`src/rtl/timer_counter_if.sv`:
```
// timer_counter_if: word-addressed register port between the system bridge
// and a timer_counter instance.
//   addr  [29:0]  word address [31:2]; the timer decodes only addr[1:0] (byte addr[3:2])
//   we            write enable, full-word stores only
//   din   [31:0]  write data
//   dout  [31:0]  read data, combinational from the address
//   irq           interrupt request toward the CPU
// master: bridge side, slave: timer side.
interface timer_counter_if;
    logic [29:0] addr;
    logic        we;
    logic [31:0] din;
    logic [31:0] dout;
    logic        irq;

    modport master (output addr, output we, output din, input dout, input irq);
    modport slave  (input addr, input we, input din, output dout, output irq);
endinterface

```
`src/rtl/timer_counter.sv`:
```
// timer_counter: memory-mapped 32-bit down-counting timer with a level interrupt.
//   clk    system clock, rising edge
//   reset  synchronous, active-high
//   bus    timer_counter_if.slave (addr, we, din, dout, irq)
// Register map by byte addr[3:2]:
//   0 CTRL   {IM, MODE[1:0], EN}, upper bits read 0
//   1 PRESET reload value
//   2 COUNT  read-only current count
//   3 unmapped, reads 0
module timer_counter (
    input  logic           clk,
    input  logic           reset,
    timer_counter_if.slave bus
);
    typedef enum logic [1:0] {
        S_IDLE = 2'd0,
        S_LOAD = 2'd1,
        S_CNT  = 2'd2,
        S_INT  = 2'd3
    } state_t;

    state_t      state;
    logic [3:0]  ctrl;
    logic [31:0] preset;
    logic [31:0] count;
    logic        flag;
    logic [1:0]  sel;

    // Word address bits above the register select are decoded by the bridge.
    logic unused_addr;
    assign unused_addr = ^bus.addr[29:2];

    assign sel = bus.addr[1:0];

    always_ff @(posedge clk) begin
        if (reset) begin
            state  <= S_IDLE;
            ctrl   <= '0;
            preset <= '0;
            count  <= '0;
            flag   <= 1'b0;
        end else begin
            case (state)
                S_IDLE: begin
                    if (ctrl[0]) begin
                        state <= S_LOAD;
                        flag  <= 1'b0;
                    end
                end
                S_LOAD: begin
                    // Samples PRESET before any write landing on this same edge.
                    count <= preset;
                    state <= S_CNT;
                end
                S_CNT: begin
                    if (!ctrl[0]) begin
                        state <= S_IDLE;
                    end else if (count > 32'd1) begin
                        count <= count - 32'd1;
                    end else begin
                        count <= '0;
                        flag  <= 1'b1;
                        state <= S_INT;
                    end
                end
                S_INT: begin
                    if (ctrl[2:1] == 2'b00) begin
                        ctrl[0] <= 1'b0;
                    end else begin
                        flag <= 1'b0;
                    end
                    state <= S_IDLE;
                end
                default: state <= S_IDLE;
            endcase

            // Placed after the FSM so a CPU write to CTRL overrides the
            // one-shot EN clear on the same edge.
            if (bus.we) begin
                case (sel)
                    2'd0:    ctrl   <= bus.din[3:0];
                    2'd1:    preset <= bus.din;
                    default: ;
                endcase
            end
        end
    end

    always_comb begin
        bus.dout = '0;
        case (sel)
            2'd0:    bus.dout = {28'd0, ctrl};
            2'd1:    bus.dout = preset;
            2'd2:    bus.dout = count;
            default: bus.dout = '0;
        endcase
    end

    assign bus.irq = ctrl[3] & flag;

endmodule
```
`src/flat_wrapper.sv`:
```
// flat-port wrapper written by rule: the top's interface ports become plain ports
module timer_counter_flat 
  (clk, reset, bus_addr, bus_we, bus_din, bus_dout, bus_irq);
  timer_counter_if bus_i ();
  input  logic clk;
  input  logic reset;
  input wire logic [$bits(bus_i.addr)-1:0] bus_addr;
  input wire logic [$bits(bus_i.we)-1:0] bus_we;
  input wire logic [$bits(bus_i.din)-1:0] bus_din;
  output wire logic [$bits(bus_i.dout)-1:0] bus_dout;
  output wire logic [$bits(bus_i.irq)-1:0] bus_irq;
  assign bus_i.addr = bus_addr;
  assign bus_i.we = bus_we;
  assign bus_i.din = bus_din;
  assign bus_dout = bus_i.dout;
  assign bus_irq = bus_i.irq;
  timer_counter u_core (.clk(clk), .reset(reset), .bus(bus_i));
endmodule
```
`config.mk`:
```
export PLATFORM = sky130hd
export DESIGN_NAME = timer_counter_flat
export DESIGN_NICKNAME = d
export VERILOG_FILES = /design/src/rtl/timer_counter_if.sv /design/src/rtl/timer_counter.sv /design/src/flat_wrapper.sv
export SDC_FILE = /design/constraint.sdc
export NUM_CORES = 1
export LEC_CHECK = 0
export BUFFER_PORTS_ARGS = -buffer_cell sky130_fd_sc_hd__buf_2
export CORE_MARGIN = 8
export CORE_UTILIZATION = 54
export CTS_CLUSTER_DIAMETER = 100
export DETAILED_ROUTE_END_ITERATION = 10
export PLACE_DENSITY = 0.83
export REMOVE_ABC_BUFFERS = 1
export SLEW_MARGIN = 20
export SYNTH_ARGS = -nofsm -noshare
export SYNTH_HDL_FRONTEND = slang
export SYNTH_SLANG_ARGS = --single-unit
```
`constraint.sdc`:
```
create_clock -name clk -period 3.3 [get_ports clk]
set_clock_uncertainty 0.1 [all_clocks]
set_input_delay 0.66 -clock clk [delete_from_list [all_inputs] [get_ports clk]]
set_output_delay 0.66 -clock clk [all_outputs]
set_load 0.1 [all_outputs]
```
Word-level counts from Yosys, hierarchy flattened
Index checks and enable logic that the tools add are counted.
{"block": "totals", "ff_bits": 71, "latch_bits": 0, "ram_bits": 0, "rom_bits": 0, "inputBits": 65, "output_inout_bits": 33, "mem_count": 0}
{"block": "classes", "n_addsub": 1, "mul": 0, "div": 0, "order_cmp": 1, "eq_ne": 10, "shift": 0, "n_mux": 17, "n_bitwise": 1, "reduce_logical": 10}
{"op": "$pmux 32 s3", "count": 1}
{"op": "$mux 32", "count": 2}
{"op": "$pmux 32 s2", "count": 1}
{"op": "$gt 32x1->1 const B", "count": 1}
{"op": "$sub 32x1->32 const B", "count": 1}
{"op": "$mux 1", "count": 8}
{"op": "$pmux 2 s4", "count": 1}
{"op": "$reduce_and 2->1", "count": 4}
{"op": "$eq 2x2->1 const B", "count": 3}
{"op": "$logic_not 2->1", "count": 3}
{"op": "$mux 2", "count": 3}
{"op": "$reduce_and 5->1", "count": 1}
{"op": "$eq 2x1->1 const B", "count": 2}
{"op": "$ne 2x1->1 const B", "count": 2}
{"op": "$ne 2x2->1 const B", "count": 2}
{"op": "$ne 3x3->1 const B", "count": 1}
{"op": "$pmux 1 s3", "count": 1}
{"op": "$reduce_bool 3->1", "count": 1}
{"op": "$reduce_bool 2->1", "count": 1}
{"op": "$and 1x1->1", "count": 1}

Logic depth before layout (Yosys ltp)
Gate-level depths: netlist of run 1.
{"block": "depth", "depth_word": 5, "mapped_depth": 9, "ltp_nobuf": 8}

Least setup slack after synthesis of run 1
Ideal clock, no wire load.
{"block": "synth_path", "path_type": "input port to output port", "startpoint": "input port bus_addr[0]", "endpoint": "output port bus_dout[0]", "arrival_time_ns": 3.144, "required_time_ns": 2.540, "path_slack_ns": -0.604, "path_stages": 3, "path_cell_list": "clkbuf_1 > mux2i_1 > o21ai_0"}
{"block": "synth_between", "elab_chain_cells": 2, "elab_cells_between_ends": 4}
{"element": "start, declared", "line": "flat_wrapper.sv:7", "rtl": "input wire logic [$bits(bus_i.addr)-1:0] bus_addr;"}
{"element": "$eq 2x2->1 (tied with other cells)", "line": "timer_counter.sv:91", "rtl": "case (sel)"}
{"element": "$pmux 32 s3 (*)", "line": "timer_counter.sv:91"}
{"element": "end, declared", "line": "flat_wrapper.sv:10", "rtl": "output wire logic [$bits(bus_i.dout)-1:0] bus_dout;"}
Every way passes the cells marked *; elsewhere a longest branch is shown, timed or not.

Worst setup path after layout of run 1
{"block": "layout_path", "startpoint": "register u_core.count[0]", "endpoint": "register u_core.count[6]"}
{"block": "layout_between", "elab_chain_cells": 4, "elab_cells_between_ends": 5}
{"element": "start, declared", "line": "timer_counter.sv:25", "rtl": "logic [31:0] count;"}
{"element": "start signal, assigned", "line": "timer_counter.sv:52", "rtl": "count <= preset;"}
{"element": "start signal, assigned", "line": "timer_counter.sv:59", "rtl": "count <= count - 32'd1;"}
{"element": "$sub 32x1->32 or $gt 32x1->1 (tied branches)", "line": "timer_counter.sv:59, timer_counter.sv:58"}
{"element": "$mux 32 (*)", "line": "timer_counter.sv:58", "rtl": "end else if (count > 32'd1) begin"}
{"element": "$mux 32 (*)", "line": "timer_counter.sv:56", "rtl": "if (!ctrl[0]) begin"}
{"element": "$pmux 32 s2 (*)", "line": "timer_counter.sv:43", "rtl": "case (state)"}
Every way passes the cells marked *; elsewhere a longest branch is shown, timed or not. The select of a mux whose other input is x is not followed.
A chain may end at the register's enable or synchronous reset.

==> metrics, run 1 <==
run status complete, no violations; cts repair resizes 0; post-route setup slack 465 ps; MaxCap Viol Count 0; actual slew at the worst max-slew pin 887 ps; worst min-delay path startpoint u_core.preset[26]$_SDFFE_PP0P_; first-pass GRT wire length 18700 um; commonest non-fill, non-tap cell in the layout nand2_1; Max clock buf depth 2; CP startpoint u_core.count[0]$_SDFFE_PP0P_; # rows 31; DIE WIDTH 101 um; endpoints failing hold 0; initial DRC count 285; fin. max-slew vios 0; WP data required 3470 ps; CTS tree yes; cts hold-fix bufs 0; Syn Area/Cell 7.51 sq um; Congestion Overflow GR 0; RR Startpoint u_core.count[0]$_SDFFE_PP0P_; Worst VDD drop 0.257 mV; nets 638; placed cell area 4290 sq um; die height 101 um; post-DP HPWL 7820 um; DRT antenna net count 0; vias in the first global route 3987; post-route cell area 4450 sq um; Max-slew headroom 40.9%; DRT met1 WL 4850 um; critical path fanouts, max 17; fin crit period 2830 ps; DP Worst Slack 557 ps; clk sinks 71; gpl congestion 0.929; largest net degree at the start of global routing 40; Final setup viols 0; initial core utilization 54.9%; placed cells 659; Distinct cells, synth 52; RSZ-0062 raised after global routing no; wire length on met2 5370 um; fin crit share 85.9%; initial antenna violation count 0; met3 WL post-DR 854 um; Synth async-reset ratio 0%; leakage 1.83 nW; die area 10200 sq um; vias per cell 6.05; critical path class flop to flop; synthesized area 3920 sq um; IO Port Bufs 69; Worst-path clk slew 80 ps; clock buffer count from CTS 9; via count 4070; CP arrival 3000 ps; Pwr Total 1.74 mW; Pre-antenna DRT Iters 5; ANT cells 0; Worst Setup Start Kind flop; synthesis-stage register bit count 71; Power Density 391 nW/um^2; Finished Layout Cells 673; top_reg_cell synth dfxtp_1; fmax 0.353 GHz; sequential area share after synthesis 36.3%; Mapped Cells 522; commonest cells after routing, fill and taps aside nand2_1 (108), dfxtp_1 (71), buf_2 (69); CTS Root Cell clkbuf_8; WL per Instance 16.8 um; clk_lat worst skew 360 ps; uppermost layer routed met4; CP Capture Type flop; Post-synth EDFFs 0; Ys Warns 0; CTS H-tree lvls 3; DRC errors left 0; I/O pins 98; synthesis-to-layout area growth 13.6%; layout cells sized above 1 18.6%; final WL 11300 um; GRT Overall Usage 22.5%; setup bufs post-CTS 0; Worst Hold Class flop to flop; core outline area 7140 sq um
## cells in the mapped netlist, types with 2 or more instances
| master | n | area share (%) |
|---|---|---|
| o31ai_1 | 7 | 1.3 |
| inv_1 | 8 | 0.77 |
| nor3_1 | 17 | 2.2 |
| o22ai_1 | 10 | 1.6 |
| nor3b_1 | 2 | 0.38 |
| mux2_2 | 3 | 0.86 |
| or3_1 | 3 | 0.48 |
| a22oi_1 | 4 | 0.77 |
| xnor2_1 | 2 | 0.45 |
| mux2i_1 | 10 | 2.6 |
| nor2b_1 | 4 | 0.64 |
| clkbuf_1 | 33 | 3.2 |
| and3_1 | 7 | 1.1 |
| a32oi_1 | 2 | 0.45 |
| dfxtp_1 | 71 | 36 |
| o32ai_1 | 2 | 0.45 |
| a22o_1 | 27 | 6.0 |
| nor2_1 | 31 | 3.0 |
| o21ai_0 | 14 | 1.8 |
| buf_2 | 7 | 0.89 |
| and2_1 | 3 | 0.48 |
| nand2_1 | 108 | 10 |
| or4_1 | 8 | 1.5 |
| nand2b_1 | 4 | 0.64 |
| a31oi_1 | 10 | 1.6 |
| o21a_1 | 2 | 0.38 |
| a211oi_1 | 4 | 0.77 |
| o211ai_1 | 2 | 0.38 |
| ha_1 | 2 | 0.64 |
| nand4_1 | 2 | 0.32 |
| nor4_1 | 11 | 1.8 |
| nand3_1 | 13 | 1.7 |
| a221oi_1 | 3 | 0.67 |
| or2_2 | 2 | 0.32 |
| or4_4 | 2 | 0.57 |
| o41ai_1 | 2 | 0.45 |
| a21oi_1 | 63 | 8.0 |
| buf_6 | 3 | 0.86 |
## logic make-up (layout without fill, tap and decap cells)
kind of cell               Yosys count  after routing  share of synthesized area (%)
and+or+nand+nor                    222            222                           26.8
AOI/OAI and AO/OA                  159            159                           26.3
buffers and inverters               52            104                           5.90
muxes                               13             13                           3.42
adders and majority gates            2              2                          0.638
xor gates and xnor gates             3              3                          0.670
DFF                                 71             71                           36.3
## per-layer routing
layer | up-vias | track usage (%)
met5 | - | 0
met4 | 0 | 8.25
met3 | 22 | 6.32
met2 | 158 | 37.9
met1 | 1902 | 26.5
li1 | 1988 | -
## power by group
part	switching (mW)	internal (mW)
Combinational	0.161	0.0749
Clock	0.310	0.305
Sequential	0.0173	0.874
## registers in the layout, summed over array words and instances, names as in the netlist
name           count
u_core.preset     32
u_core.ctrl        4
u_core.count      32
u_core.flag        1
u_core.state       2
## critical path, stage by stage (launching register included)
cell and delay [ps]:
dfxtp_1 410, inv_1 110, ha_1 240, o211ai_1 470
nor4_4 90, nor2_2 660, nand2_1 370, o31ai_1 310
## per-stage QoR
stage | hold slack [ps] | utilization, % | TNS (ps)
2_1_floorplan | 339 | - | -4510
6_report | 370 | 62.4 | 0
3_5_place_dp | 363 | 60.1 | 0
3_3_place_gp | 358 | 60.1 | 0
5_1_grt | 395 | 62.4 | 0
4_1_cts | 372 | 62.4 | 0
## path summary, 6_finish.rpt
check,slack (ps),end,cells after the start
hold / removal,370,u_core.preset[26]$_SDFFE_PP0P_,2
hold reg to reg,370,u_core.preset[26]$_SDFFE_PP0P_,2
setup / recovery,470,u_core.count[6]$_SDFFE_PP0P_,7
setup reg to reg,470,u_core.count[6]$_SDFFE_PP0P_,7
## area by class of cell
type / instances / area [sq um]
well taps: 99 / 124
clock buffers: 13 / 159
inverters: 8 / 30.0
multi-input cells: 399 / 2270
clock inverters: 1 / 5.00
flip-flops and latches: 71 / 1420
repair buffers: 82 / 443
fillers: 741 / 2680
(Power assumes the default switching activity.)
==> inputs of run 2 (changes only) <==
Settings changed: BUFFER_PORTS_ARGS -buffer_cell sky130_fd_sc_hd__buf_2 to default, CORE_UTILIZATION 54 to 58, DONT_BUFFER_PORTS from default to 1, PLACE_DENSITY 0.83 to 0.76.
==> metrics, run 2 (synthesis gave the netlist of run 1 again) <==
CTS Root Cell clkbuf_8; CP Capture Type flop; die area 9650 sq um; commonest cells after routing, fill and taps aside nand2_1 (108), dfxtp_1 (71), a21oi_1 (63); Power Density 409 nW/um^2; Worst Setup Start Kind flop; CTS H-tree lvls 3; I/O pins 98; DRC errors left 0; Setup TNS 0 ps; actual slew at the worst max-slew pin 964 ps; vias per cell 6.44; RSZ-0062 raised after global routing no; setup bufs post-CTS 0; initial DRC count 249; Final setup viols 0; GRT Overall Usage 23.1%; reg2reg end u_core.count[17]$_SDFFE_PP0P_; CTS tree yes; via count 3948; Congestion Overflow GR 0; endpoints failing hold 0; Finished Layout Cells 613; vias in the first global route 3874; initial antenna violation count 0; Regs by FF count u_core.count x32, u_core.preset x32, u_core.ctrl x4; CP arrival 2960 ps; Worst-path clk slew 80 ps; Final Core Density 64.8%; end of the critical path u_core.count[17]$_SDFFE_PP0P_; commonest non-fill, non-tap cell in the layout nand2_1; cts hold-fix bufs 0; fin crit period 2790 ps; IO Port Bufs 0; cts repair resizes 0; DRT antenna net count 0; initial core utilization 58.7%; CP startpoint u_core.count[0]$_SDFFE_PP0P_; run status complete, no violations; critical path class flop to flop; fin. max-slew vios 0; final WL 11200 um; fin crit share 84.5%; WP data required 3470 ps; Worst Hold Class primary input to flop; DIE WIDTH 98.2 um; leakage 1.67 nW; Max clock buf depth 2; post-DP HPWL 7650 um; gpl congestion 0.951; WL per Instance 18.3 um; clk_lat worst skew 360 ps; Worst Reg-to-Reg Cells 7; setup slack, reg-to-reg 510 ps; largest net degree at the start of global routing 69; synthesis-to-layout area growth 10.4%; fmax 0.359 GHz; nets 597; RR Startpoint u_core.count[0]$_SDFFE_PP0P_; ANT cells 0; critical path fanouts, max 17; Worst VDD drop 0.296 mV; Crit-path slowest cell nor2_2; Max-slew headroom 36.2%; placed cells 599; worst min-delay path startpoint reset; clock buffer count from CTS 9; layout cells sized above 1 13.3%; critical path cell sequence inv_1 -> ha_1 -> o211ai_1 -> nor4_4 -> nor2_2 -> nand2_1 -> o31ai_1; # rows 30; Pre-antenna DRT Iters 5; first-pass GRT wire length 18400 um; CP max stage delay 660 ps; die height 98.2 um; core outline area 6680 sq um; WHS Path Cells 1; clk sinks 71; MaxCap Viol Count 0
-- run 2: cell type report --
class / instances / area (sq um)
clock buffer: 14 / 183
fill: 629 / 2350
inverter: 8 / 30.0
multi-input combinational: 399 / 2290
sequential: 71 / 1420
tap: 80 / 100
timing repair buffer: 41 / 308
-- run 2: worst min path at each step --
stage / end / slack, ps
2_1_floorplan: u_core.preset[31]$_SDFFE_PP0P_ / 340
3_3_place_gp: u_core.preset[11]$_SDFFE_PP0P_ / 350
6_report: u_core.preset[9]$_SDFFE_PP0P_ / 260
4_1_cts: u_core.preset[9]$_SDFFE_PP0P_ / 260
5_1_grt: u_core.preset[11]$_SDFFE_PP0P_ / 260
3_5_place_dp: u_core.preset[9]$_SDFFE_PP0P_ / 350
-- run 2: worst max-delay path, delay by kind of cell, from the launching register on --
kind                     cells  cell delay [ps]
AO/OA/AOI/OAI                2              780
adder cells (fa/ha/maj)      1              220
flip-flops                   1              400
AND/OR/NAND/NOR              3             1090
buffers and inverters        1              100
-- run 2: metal layers --
layer / global-route usage (%) / wire (um) / up-vias
met5: 0 / 0 / -
met4: 11.2 / 282 / 0
met3: 7.47 / 878 / 32
met2: 37.4 / 5250 / 166
met1: 27.1 / 4820 / 1833
li1: - / - / 1917
-- run 2: stage by stage --
step | area, sq um | worst slack [ps] | hold WS, ps | power (mW)
after floorplan | 3720 | -358 | 339 | 1.06
after global placement | 4150 | 659 | 349 | 1.11
after detailed placement | 4150 | 583 | 354 | 1.11
after CTS | 4330 | 550 | 262 | 1.77
after global routing | 4330 | 382 | 255 | 1.82
final | 4330 | 512 | 260 | 1.77
-- run 2: power by group --
part	switching, mW	internal (mW)
Clock	0.328	0.348
Combinational	0.140	0.0622
Sequential	0.0172	0.874
